[config.mk]
export PLATFORM = sky130hd
export DESIGN_NAME = logic_unit_pipe
export DESIGN_NICKNAME = d
export VERILOG_FILES = /design/src/rtl/logic_unit_pkg.sv /design/src/rtl/lu_skid_buffer.sv /design/src/rtl/logic_unit_pipe.sv
export SDC_FILE = /design/constraint.sdc
export NUM_CORES = 1
export LEC_CHECK = 0
export ABC_AREA = 0
export CORE_UTILIZATION = 53
export CTS_CLUSTER_SIZE = 16
export DETAILED_ROUTE_END_ITERATION = 10
export PLACE_DENSITY = 0.8
export SLEW_MARGIN = 10
export SYNTH_ARGS = -nofsm -noshare
export SYNTH_HDL_FRONTEND = slang
export SYNTH_HIERARCHICAL = 1
export SYNTH_SLANG_ARGS = --single-unit
[constraint.sdc]
create_clock -name clk -period 1.8 [get_ports clk]
set_input_delay 0.36 -clock clk [delete_from_list [all_inputs] [get_ports clk]]
set_output_delay 0.36 -clock clk [all_outputs]
set_load 0.005 [all_outputs]
[src/rtl/logic_unit_pkg.sv]
// ---------------------------------------------------------------------------
// logic_unit_pkg
// Shared types for the registered bitwise logic unit:
//   op_e       - 3-bit operation select encoding
//   sk_state_e - occupancy state of the two-entry output skid buffer
// ---------------------------------------------------------------------------
package logic_unit_pkg;

   localparam int OP_W = 3;

   typedef enum logic [OP_W-1:0] {
      OP_AND  = 3'd0,
      OP_OR   = 3'd1,
      OP_NAND = 3'd2,
      OP_NOR  = 3'd3,
      OP_NOT  = 3'd4,
      OP_XOR  = 3'd5,
      OP_XNOR = 3'd6,
      OP_PASS = 3'd7
   } op_e;

   typedef enum logic [1:0] {
      SK_EMPTY = 2'd0,
      SK_ONE   = 2'd1,
      SK_FULL  = 2'd2
   } sk_state_e;

endpackage

[src/rtl/lu_skid_buffer.sv]
// ---------------------------------------------------------------------------
// lu_skid_buffer
// Two-entry output buffer (head + skid) with valid/ready on both sides.
// The head entry always drives out_data. in_ready is a register, so the
// producer never sees a combinational path from out_ready.
// Ports:
//   clk, rst_n          clock, asynchronous active-low reset
//   in_valid/in_ready   upstream handshake (in_ready registered)
//   in_data  [DW]       payload captured on accept
//   out_valid/out_ready downstream handshake
//   out_data [DW]       head-entry payload (zero while in reset)
// ---------------------------------------------------------------------------
module lu_skid_buffer
   import logic_unit_pkg::*;
#(
   parameter int DW = 10
) (
   input  logic          clk,
   input  logic          rst_n,
   input  logic          in_valid,
   output logic          in_ready,
   input  logic [DW-1:0] in_data,
   output logic          out_valid,
   input  logic          out_ready,
   output logic [DW-1:0] out_data
);

   sk_state_e     state;
   sk_state_e     state_nxt;
   logic          rdy_p1;
   logic [DW-1:0] head_p1;
   logic [DW-1:0] skid_p1;
   logic          accept;
   logic          pop;
   logic          head_ld;
   logic          skid_ld;
   logic          skid_to_head;

   assign accept = in_valid && rdy_p1;
   assign pop    = out_valid && out_ready;

   always_ff @(posedge clk or negedge rst_n) begin
      if (!rst_n) begin
         state  <= SK_EMPTY;
         rdy_p1 <= 1'b1;
      end else begin
         state  <= state_nxt;
         // Ready is precomputed from the next state so it stays a flop output.
         rdy_p1 <= (state_nxt != SK_FULL);
      end
   end

   always_comb begin
      state_nxt    = state;
      head_ld      = 1'b0;
      skid_ld      = 1'b0;
      skid_to_head = 1'b0;
      case (state)
         SK_EMPTY: begin
            if (accept) begin
               state_nxt = SK_ONE;
               head_ld   = 1'b1;
            end
         end
         SK_ONE: begin
            if (accept && pop) begin
               head_ld   = 1'b1;
            end else if (accept) begin
               state_nxt = SK_FULL;
               skid_ld   = 1'b1;
            end else if (pop) begin
               state_nxt = SK_EMPTY;
            end
         end
         SK_FULL: begin
            if (pop) begin
               state_nxt    = SK_ONE;
               skid_to_head = 1'b1;
            end
         end
         default: state_nxt = SK_EMPTY;
      endcase
   end

   // ---- stage p1: buffered entries ----
   always_ff @(posedge clk or negedge rst_n) begin
      if (!rst_n) begin
         head_p1 <= '0;
         skid_p1 <= '0;
      end else begin
         if (head_ld) begin
            head_p1 <= in_data;
         end else if (skid_to_head) begin
            head_p1 <= skid_p1;
         end
         if (skid_ld) begin
            skid_p1 <= in_data;
         end
      end
   end

   assign in_ready  = rdy_p1;
   assign out_valid = (state != SK_EMPTY);
   assign out_data  = head_p1;

endmodule

[src/rtl/logic_unit_pipe.sv]
// ---------------------------------------------------------------------------
// logic_unit_pipe
// Registered WIDTH-bit bitwise logic unit (AND, OR, NAND, NOR, NOT, XOR,
// XNOR, PASS) with valid/ready handshakes and a two-entry output skid
// buffer: 1-cycle latency, 1 beat/cycle, registered in_ready.
// Optional build macro: LOGIC_UNIT_PIPE_PARITY_EN adds a_par, parity and
// the sticky par_err flag.
// Ports:
//   clk, rst_n          clock, asynchronous active-low reset
//   in_valid/in_ready   operand handshake
//   a, b [WIDTH]        operands (b unused by NOT/PASS)
//   op [3]              operation select (logic_unit_pkg::op_e)
//   out_valid/out_ready result handshake
//   result [WIDTH]      bitwise result of head entry
//   zero, ones          result is all-zeros / all-ones
//   a_par (opt)         expected even-XOR parity of a
//   parity (opt)        XOR of result bits
//   par_err (opt)       sticky: an accepted a disagreed with a_par
// ---------------------------------------------------------------------------
module logic_unit_pipe
   import logic_unit_pkg::*;
#(
   parameter int WIDTH = 8
) (
   input  logic             clk,
   input  logic             rst_n,
   input  logic             in_valid,
   output logic             in_ready,
   input  logic [WIDTH-1:0] a,
   input  logic [WIDTH-1:0] b,
   input  logic [2:0]       op,
`ifdef LOGIC_UNIT_PIPE_PARITY_EN
   input  logic             a_par,
   output logic             parity,
   output logic             par_err,
`endif
   output logic             out_valid,
   input  logic             out_ready,
   output logic [WIDTH-1:0] result,
   output logic             zero,
   output logic             ones
);

`ifdef LOGIC_UNIT_PIPE_PARITY_EN
   localparam int PW = WIDTH + 3;
`else
   localparam int PW = WIDTH + 2;
`endif

   function automatic logic [WIDTH-1:0] lu_eval(input logic [OP_W-1:0] op_sel,
                                                input logic [WIDTH-1:0] x,
                                                input logic [WIDTH-1:0] y);
      logic [WIDTH-1:0] r;
      r = x;
      case (op_e'(op_sel))
         OP_AND:  r = x & y;
         OP_OR:   r = x | y;
         OP_NAND: r = ~(x & y);
         OP_NOR:  r = ~(x | y);
         OP_NOT:  r = ~x;
         OP_XOR:  r = x ^ y;
         OP_XNOR: r = ~(x ^ y);
         OP_PASS: r = x;
         default: r = x;
      endcase
      return r;
   endfunction

   // ---- stage p0: combinational result and flags ----
   logic [WIDTH-1:0] res_p0;
   logic             zero_p0;
   logic             ones_p0;
   logic [PW-1:0]    pay_p0;
   logic [PW-1:0]    pay_p1;
   logic             vld_p1;

   assign res_p0  = lu_eval(op, a, b);
   assign zero_p0 = (res_p0 == '0);
   assign ones_p0 = &res_p0;

`ifdef LOGIC_UNIT_PIPE_PARITY_EN
   assign pay_p0 = {res_p0, zero_p0, ones_p0, ^res_p0};
`else
   assign pay_p0 = {res_p0, zero_p0, ones_p0};
`endif

   // ---- stage p1: skid buffer ----
   lu_skid_buffer #(
      .DW (PW)
   ) u_skid (
      .clk       (clk),
      .rst_n     (rst_n),
      .in_valid  (in_valid),
      .in_ready  (in_ready),
      .in_data   (pay_p0),
      .out_valid (vld_p1),
      .out_ready (out_ready),
      .out_data  (pay_p1)
   );

   assign out_valid = vld_p1;

`ifdef LOGIC_UNIT_PIPE_PARITY_EN
   assign {result, zero, ones, parity} = pay_p1;

   always_ff @(posedge clk or negedge rst_n) begin
      if (!rst_n) begin
         par_err <= 1'b0;
      end else if (in_valid && in_ready && ((^a) != a_par)) begin
         par_err <= 1'b1;
      end
   end
`else
   assign {result, zero, ones} = pay_p1;
`endif

endmodule
======== Word level (Yosys, flattened, before mapping) ========
Cells that the tools add are included.
storage, ports and cells
  register bits after elaboration ......... 23
  output and inout bits ................... 12
operators by class
  equality and inequality tests ........... 10
  bitwise logic cells ..................... 7
  muxes and demuxes ....................... 16
  reductions and logical operators ........ 9
operators with widths
  kind                  number
  $pmux W8 S8           1
  $not A8 Y8            4
  $mux W10              2
  $eq A3 B3 Y1 const B  4
  $mux W2               5
  $and A8 B8 Y8         1
  $logic_not A8 Y1      1
  $or A8 B8 Y8          1
  $reduce_and A8 Y1     1
  $xor A8 B8 Y8         1
  $eq A3 B2 Y1 const B  2
  $mux W1               6
  $pmux W2 S3           1
  $reduce_bool A2 Y1    2
  $eq A3 B1 Y1 const B  1
  $logic_and A1 B1 Y1   3
  $logic_not A3 Y1      1
  $eq A2 B1 Y1 const B  1
  $eq A2 B2 Y1 const B  1
  $logic_not A2 Y1      1
  $ne A2 B2 Y1 const B  1
  $pmux W1 S2           1

======== Longest topological paths before layout ========
Gate-level depths: netlist of the first run.
  depth in word-level cells ............... 7
  mapped depth ............................ 9

======== Cells and area by module ========
The synthesis of the first run kept the hierarchy.
by module, submodules not included
  module           instances  cells an instance  seq. area each (µm²)  area each (µm²)
  logic_unit_pipe  1          144                0.0                   1,039.7
  lu_skid_buffer   1          71                 576.8                 987.2

======== Worst setup path before layout of the first run ========
No wires, ideal clock.
  kind .................................... input port to flip-flop
  start ................................... in a[6]
  end ..................................... reg u_skid.skid_p1[0]
  setup time .............................. 0.064 ns
  required time ........................... 1.736 ns
  setup slack ............................. -0.371 ns
  arrival time ............................ 2.107 ns
  stages on the path ...................... 8
  buffers on the path ..................... 0
  cell sequence ........................... inv_1 ha_1 or2_1 mux4_2 or2_0 o31ai_1 and4_1 mux2_2
between the ends
  word-level cells in the longest chain between the ends .. 4
  elaborated cells between the ends (all ways) .. 9
RTL lines
  what                                   RTL line                                                             text
  start, declared                        logic_unit_pipe.sv:29                                                input logic [WIDTH-1:0] a,
  $xor A8 B8 Y8 (tied with other cells)  logic_unit_pipe.sv:61, logic_unit_pipe.sv:62
  $not A8 Y8, on equally long branches   logic_unit_pipe.sv:62, logic_unit_pipe.sv:58, logic_unit_pipe.sv:59
  $pmux W8 S8 *                          logic_unit_pipe.sv:55                                                case (op_e'(op_sel))
  $reduce_and A8 Y1 *                    logic_unit_pipe.sv:79                                                assign ones_p0 = &res_p0;
  via ones_p0                            logic_unit_pipe.sv:72                                                logic ones_p0;
  end signal, assigned                   lu_skid_buffer.sv:97                                                 skid_p1 <= in_data;
  end, declared                          lu_skid_buffer.sv:32                                                 logic [DW-1:0] skid_p1;
The timed path passes the listed nets; every way through them passes the cells marked *.
A chain may end at the register's enable or synchronous reset.

======== Worst setup path after layout of the first run ========
  start ................................... in b[6]
  end ..................................... reg u_skid.head_p1[0] (netlist: u_skid/out_data[0])
between the ends
  word-level cells in the longest chain between the ends .. 5
  elaborated cells between the ends (all ways) .. 9
RTL lines
  what                                   RTL line                                                             text
  start, declared                        logic_unit_pipe.sv:30                                                input logic [WIDTH-1:0] b,
  $xor A8 B8 Y8 (tied with other cells)  logic_unit_pipe.sv:61, logic_unit_pipe.sv:62
  $not A8 Y8, on equally long branches   logic_unit_pipe.sv:62, logic_unit_pipe.sv:58, logic_unit_pipe.sv:59
  $pmux W8 S8 *                          logic_unit_pipe.sv:55
  $reduce_and A8 Y1 *                    logic_unit_pipe.sv:79
  via ones_p0                            logic_unit_pipe.sv:72
  $mux W10 *                             lu_skid_buffer.sv:91                                                 if (head_ld) begin
  end signal, assigned                   lu_skid_buffer.sv:92                                                 head_p1 <= in_data;
  end signal, assigned                   lu_skid_buffer.sv:94                                                 head_p1 <= skid_p1;
  end, declared                          lu_skid_buffer.sv:31                                                 logic [DW-1:0] head_p1;
Marked as above.

==> results.json, run 1 <==
{
  "cts-htree-levels": 1,
  "power_mw": 2.30,
  "synth_fp_nets": 254,
  "cts_sinks": 23,
  "path_class": "in2reg",
  "ir_worst_vdd_mv": 0.895,
  "dr_total_vias": 1988,
  "synth_seq_area_share_pct": 28.5,
  "drive_above_1_share_pct": 42.3,
  "setup_ws_ns": -0.211,
  "yosys-top-cells-area": "dfrtp_1, ha_1, mux2i_1",
  "pre_cts_ws_ns": -0.971,
  "crit_chain": "buf_6, inv_4, ha_4, or2_1, mux4_2, or2_0, o31ai_1, and4_1, a221o_1",
  "status": "finished, violations left",
  "insertion_delay_ns": 0.27,
  "cts-root-buf": "clkbuf_8",
  "die_width_um": 63.8,
  "wl_per_cell_um": 15.6,
  "worst-path-buf-inv": 2,
  "min_period_ns": 2.01,
  "ant_nets": 0,
  "route.detailed.drc": 0,
  "cts_buffers": 3,
  "grt_pass1_wl_um": 8330,
  "yosysTopAreaCellShare_pct": 27.2,
  "antenna_found_initial": 0,
  "synth_area_leader_cell": "dfrtp_1",
  "power.leakage_nw": 1.45,
  "synth_edf_count": 0,
  "required_ns": 2.01,
  "rows": 22,
  "final-hold-violation-count": 0,
  "ys_warn_count": 6,
  "path_clk_slew_ns": 0.08,
  "start_util_pct": 55.4,
  "grt_remaining_overflow": 0,
  "maxSlewViolCount": 0,
  "numPortBuffers": 34,
  "wirelength_um": 5510,
  "gp_congestion": 0.835,
  "start_kind": "primary input",
  "cts_tree": "yes",
  "initialDrtViolationCount": 122,
  "die_h_um": 63.8,
  "cpMaxStageDelayCell": "mux4_2",
  "area_delta_synth_final_pct": 52.2,
  "async_flop_share_pct": 100,
  "critical_path.top_delay_family": "simple AND/OR/NAND/NOR gates",
  "worst_ep_arrival_time_ns": 2.22,
  "p_per_area_nw_per_um2": 746,
  "period_share_pct": 112,
  "slew_headroom_pct": 76.4,
  "grt_pass1_vias": 1844,
  "ys_ff_latch": 23,
  "path_max_fanout": 2,
  "synth_area_um2": 2030,
  "grt_usage_pct": 26.1,
  "core-area_um2": 3660,
  "setup_viol": 5,
  "layout.nets": 345,
  "n_fill_cell": 199,
  "cpPeakStageDelay_ns": 0.45,
  "fmax_mhz": 497,
  "yosysUniqueCellTypes": 53,
  "cts_buffer_depth": 2,
  "hpwl_um": 3370,
  "final.setup_skew_ns": 0.00478,
  "via_per_inst": 5.63,
  "die_area_um2": 4080,
  "n_antenna_cell": 0,
  "hold_class": "in2async",
  "worstMarginPinSlew_ns": 0.350,
  "rsz0062_at_grt": "yes",
  "ys.flop_type": "dfrtp_1",
  "worst_hold_slack_ns": 0.438,
  "grt_max_degree": 24,
  "synth_area_per_cell_um2": 9.43,
  "max_cap_viol_count": 0,
  "end_kind": "flip-flop",
  "ioPinCount": 35,
  "drt-pass1-iter-count": 4,
  "synthCells": 215,
  "violations": "setup timing"
}
metrics by stage:
| stage | util (%) | area [um2] | setup TNS (ns) | std cells |
|---|---|---|---|---|
| final | 84.2 | 3080 | -0.636 | 353 |
| after global routing | 84.2 | 3080 | -0.928 | 353 |
| after CTS | 80.8 | 2960 | -0.978 | 345 |
| after detailed placement | 75.4 | 2760 | -11.35 | 334 |
| after global placement | 75.4 | 2760 | -10.82 | 334 |
| after floorplan | - | 2060 | -0.786 | 215 |
routing by layer:
layer	vias up	wire length, um	track usage, %	part of all wire, %
li1	952	-	-	-
met1	968	2400	32.9	44
met2	62	2780	47.2	50
met3	6	263	5.00	4.8
met4	0	61	2.84	1.1
met5	-	0	0	0
layout make-up:
type                    count  area (um2)  share of cell area, %
inverters                  21        96.3                   3.12
repair buffers             95         851                   27.6
flip-flops and latches     23         577                   18.7
well taps                  48        60.1                   1.95
multi-input cells         162        1460                   47.2
clock buffers               4        45.0                   1.46
power by group:
group / leakage [nW] / total [mW] / switching [mW] / internal, mW
Sequential: 0.287 / 0.832 / 0.115 / 0.717
Clock: 0.0228 / 0.318 / 0.159 / 0.158
Combinational: 1.14 / 1.15 / 0.451 / 0.699
Total: 1.45 / 2.30 / 0.725 / 1.58
path summary, 6_finish.rpt:
| path | to | startpoint | slack (ns) | cells after the start |
|---|---|---|---|---|
| min in group clk | u_skid/skid_p1[5]$_DFFE_PN0P_ | u_skid/skid_p1[5]$_DFFE_PN0P_ | 0.50 | 1 |
| max in group asynchronous | u_skid/in_ready$_DFF_PN1_ | rst_n | 1.08 | 2 |
| hold reg to reg | u_skid/skid_p1[5]$_DFFE_PN0P_ | u_skid/skid_p1[5]$_DFFE_PN0P_ | 0.50 | 1 |
| setup / recovery | u_skid/out_data[0]$_DFFE_PN0P_ | b[6] | -0.21 | 9 |
| hold / removal | u_skid/state[0]$_DFF_PN0_ | rst_n | 0.44 | 2 |
| setup reg to reg | u_skid/skid_p1[4]$_DFFE_PN0P_ | u_skid/state[1]$_DFF_PN0_ | 0.33 | 5 |
cell usage after synthesis, drive strengths merged (3+ instances only):
cell / number
mux2i: 15
inv: 20
nand2b: 5
a211oi: 6
ha: 16
a221o: 10
o21ai: 13
clkbuf: 3
xnor2: 5
mux2: 12
nor2: 8
buf: 6
nand3: 4
a21oi: 6
nor2b: 5
dfrtp: 22
o22a: 3
and2: 10
nand2: 15
or2: 6
placed cells by master (no fill, tap or decap), types with 3 or more instances in the layout:
cell type,instances
buf_4,54
dfrtp_1,22
nand2_1,15
clkdlybuf4s50_1,15
mux2i_1,13
inv_1,12
mux2_2,11
o21ai_0,10
a221o_1,10
ha_4,7
and2_0,7
nor2_1,6
dlygate4sd2_1,6
buf_6,6
nand2b_1,5
xnor2_1,5
nor2b_1,5
inv_2,5
ha_1,5
clkbuf_2,5
a21oi_1,4
ha_2,4
a211oi_1,3
nand3_1,3
a211oi_2,3
clkbuf_8,3
dlymetal6s2s_1,3
buf_12,3
and2_1,3
sequential cells by signal, summed over array words and instances, names as in the netlist:
name	flops
u_skid/in_ready	1
u_skid/out_data	10
u_skid/skid_p1	10
u_skid/state	2
timing repair:
action / CTS / global route
pin swaps: 17 / 12
hold buffers: 0 / 0
endpoints found under the setup margin: 21 / 20
gates resized for setup: 56 / 36
gates cloned: 1 / 1
buffers inserted: 6 / 8
logic make-up (layout without fill, tap and decap cells):
group / Yosys count / count (layout) / synth area share, %
adder cells (fa/ha/maj): 16 / 16 / 9.88
flip-flops: 23 / 23 / 28.5
XOR/XNOR: 5 / 5 / 2.16
multiplexers: 29 / 29 / 16.5
buffers and inverters: 30 / 120 / 7.65
AND/OR/NAND/NOR: 66 / 66 / 19.0
AO/OA/AOI/OAI: 46 / 46 / 16.4
Note: power is estimated with default switching activity, not from simulation.
==> run 2, diff against run 1 <==
--- a/config.mk
+++ b/config.mk
@@ -6,6 +6,7 @@
 export NUM_CORES = 1
 export LEC_CHECK = 0
 export ABC_AREA = 0
+export CAP_MARGIN = 10
 export CORE_UTILIZATION = 53
 export CTS_CLUSTER_SIZE = 16
 export DETAILED_ROUTE_END_ITERATION = 10
==> results of run 2 <==
No change in the layout: final DEF, timing and power equal those of run 1.
==> run 3, diff against run 2 <==
--- a/config.mk
+++ b/config.mk
@@ -7,10 +7,12 @@
 export LEC_CHECK = 0
 export ABC_AREA = 0
 export CAP_MARGIN = 10
+export CORE_ASPECT_RATIO = 0.75
 export CORE_UTILIZATION = 53
 export CTS_CLUSTER_SIZE = 16
 export DETAILED_ROUTE_END_ITERATION = 10
-export PLACE_DENSITY = 0.8
+export GPL_TIMING_DRIVEN = 0
+export PLACE_DENSITY = 0.86
 export SLEW_MARGIN = 10
 export SYNTH_ARGS = -nofsm -noshare
 export SYNTH_HDL_FRONTEND = slang
==> results.json, run 3 (same netlist as run 1, synthesis figures left out) <==
{
  "status": "finished, violations left",
  "violations": "setup timing",
  "cts-htree-levels": 1,
  "holdCritStartpoint": "u_skid/skid_p1[3]$_DFFE_PN0P_",
  "core-area_um2": 3660,
  "route.detailed.drc": 0,
  "final-hold-violation-count": 0,
  "setup_ws_ns": -0.270,
  "min_period_ns": 2.07,
  "rows": 19,
  "insertion_delay_ns": 0.26,
  "die_area_um2": 4080,
  "period_share_pct": 115,
  "cts_sinks": 23,
  "required_ns": 2.01,
  "r2r-start": "u_skid/state[1]$_DFF_PN0_",
  "final.setup_skew_ns": 0.00434,
  "layout.nets": 313,
  "path_max_fanout": 3,
  "drt-pass1-iter-count": 4,
  "end_kind": "flip-flop",
  "place_inst": 300,
  "cts_buffers": 3,
  "ant_nets": 0,
  "ir_worst_vdd_mv": 0.697,
  "path_class": "in2reg",
  "pwr-share-comb_pct": 47.5,
  "grt_remaining_overflow": 0,
  "grt_max_degree": 24,
  "max_cap_viol_count": 0,
  "final_common_cell": "dfrtp_1",
  "worstRegToRegCells": 4,
  "p_seq_share_pct": 38.1,
  "path_clk_slew_ns": 0.08,
  "switching_share_pct": 32.1,
  "r2r_slack_ns": 0.21,
  "final_cell_mix": "dfrtp_1, buf_4, nand2_1, clkdlybuf4s50_1, mux2i_1",
  "stdcell_count": 325,
  "cpMaxStageDelayCell": "mux4_2",
  "slew_headroom_pct": 35.4,
  "power.leakage_nw": 1.29,
  "wl_per_cell_um": 15.3,
  "grt_pass1_wl_um": 7670,
  "antenna_found_initial": 0,
  "maxSlewViolCount": 0,
  "start_util_pct": 55.4,
  "drive_above_1_share_pct": 38.8,
  "setup_viol": 4,
  "cts-root-buf": "clkbuf_8",
  "cts_buffer_depth": 2,
  "numPortBuffers": 33,
  "pre_cts_ws_ns": -1.20,
  "grt_usage_pct": 23.9,
  "p_switching_mw": 0.700,
  "hold_end": "u_skid/skid_p1[3]$_DFFE_PN0P_",
  "wirelength_um": 4990,
  "dr_total_vias": 1826,
  "r2r-end": "u_skid/skid_p1[8]$_DFFE_PN0P_",
  "fmax_mhz": 483,
  "hpwl_um": 3130,
  "clockPowerShare_pct": 14.3,
  "min_path_cells": 1,
  "grt_pass1_vias": 1728,
  "rsz0062_at_grt": "yes",
  "die_h_um": 55.6,
  "start_kind": "primary input",
  "cpPeakStageDelay_ns": 0.47,
  "crit_chain": "buf_8, inv_6, ha_4, or2_1, mux4_2, or2_1, o31ai_2, and4_1, mux2_4",
  "n_antenna_cell": 0,
  "p_per_area_nw_per_um2": 770,
  "die_width_um": 73.4,
  "worst_ep_arrival_time_ns": 2.28,
  "gp_congestion": 0.881,
  "worstMarginPinSlew_ns": 0.966,
  "cts_tree": "yes",
  "initialDrtViolationCount": 94,
  "via_per_inst": 5.62,
  "area_delta_synth_final_pct": 39.8,
  "ioPinCount": 35,
  "p_int_mw": 1.48,
  "worst_path_most_repeated_cell": "or2_1",
  "hold_class": "reg2reg",
  "setup_tns_ns": -0.739
}
[run 3: cell types whose count changed in the layout (fill, tap and decap cells not counted), sizes merged]
cell,delta
buf,-32
clkbuf,+3
dlygate4sd2,-3
bufbuf,-1
clkdlybuf4s50,-1
clkinv,+1
dlymetal6s2s,+1
[run 3: how the worst max path moves through the flow]
| stage | start | endpoint | slack, ns | cells past startpoint |
|---|---|---|---|---|
| after floorplan | a[6] | u_skid/skid_p1[0]$_DFFE_PN0P_ | -0.24 | 8 |
| after global placement | a[6] | u_skid/skid_p1[0]$_DFFE_PN0P_ | -1.14 | 9 |
| after detailed placement | a[6] | u_skid/skid_p1[0]$_DFFE_PN0P_ | -1.20 | 9 |
| after CTS | b[5] | u_skid/out_data[0]$_DFFE_PN0P_ | -0.32 | 9 |
| after global routing | a[5] | u_skid/out_data[0]$_DFFE_PN0P_ | -0.31 | 9 |
| final | a[5] | u_skid/skid_p1[0]$_DFFE_PN0P_ | -0.27 | 9 |
[run 3: power groups by stage]
stage / registers [mW] / logic [mW] / clock network (mW)
after floorplan: 0.826 / 0.524 / 0
after global placement: 0.836 / 0.879 / 0
after detailed placement: 0.843 / 0.904 / 0
after CTS: 0.832 / 0.976 / 0.318
after global routing: 0.853 / 1.12 / 0.347
final: 0.832 / 1.04 / 0.313
[run 3: per-stage QoR]
| step | area (um2) | power (mW) | utilization [%] | hold slack (ns) |
|---|---|---|---|---|
| 4_1_cts | 2690 | 2.13 | 73.5 | 0.508 |
| 2_1_floorplan | 2060 | 1.35 | - | 0.0644 |
| 3_3_place_gp | 2460 | 1.72 | 67.2 | 0.480 |
| 6_report | 2830 | 2.18 | 77.4 | 0.504 |
| 3_5_place_dp | 2460 | 1.75 | 67.2 | 0.488 |
| 5_1_grt | 2830 | 2.32 | 77.4 | 0.515 |
[run 3: cell type report]
type                       instances  area, um2
multi-input combinational        162       1480
fill                             247        828
sequential                        23        577
timing repair buffer              54        472
inverter                          21        103
buffer                             9       92.6
tap                               52       65.1
clock buffer                       3       41.3
clock inverter                     1       5.00
[run 3: metal layers]
layer / vias to the layer above / routed length [um] / track usage, % / part of all wire [%]
li1: 885 / - / - / -
met1: 893 / 2280 / 32.7 / 46
met2: 44 / 2500 / 39.3 / 50
met3: 4 / 184 / 4.74 / 3.7
met4: 0 / 23 / 4.95 / 0.46
met5: - / 0 / 0 / 0
[run 3: worst max-delay path: cells and delay by family]
family          cells  cell delay [ns]
simple gates        3             0.74
mux                 2             0.62
fa+ha+maj           1             0.20
compound gates      1             0.20
buf+inv             2             0.15
[run 3: timing repair]
item / 4_1_cts / 5_1_grt
hold buffers: 0 / 0
resized for setup: 73 / 36
endpoints found under the setup margin: 21 / 20
buffers inserted: 11 / 10
pin swaps: 21 / 16
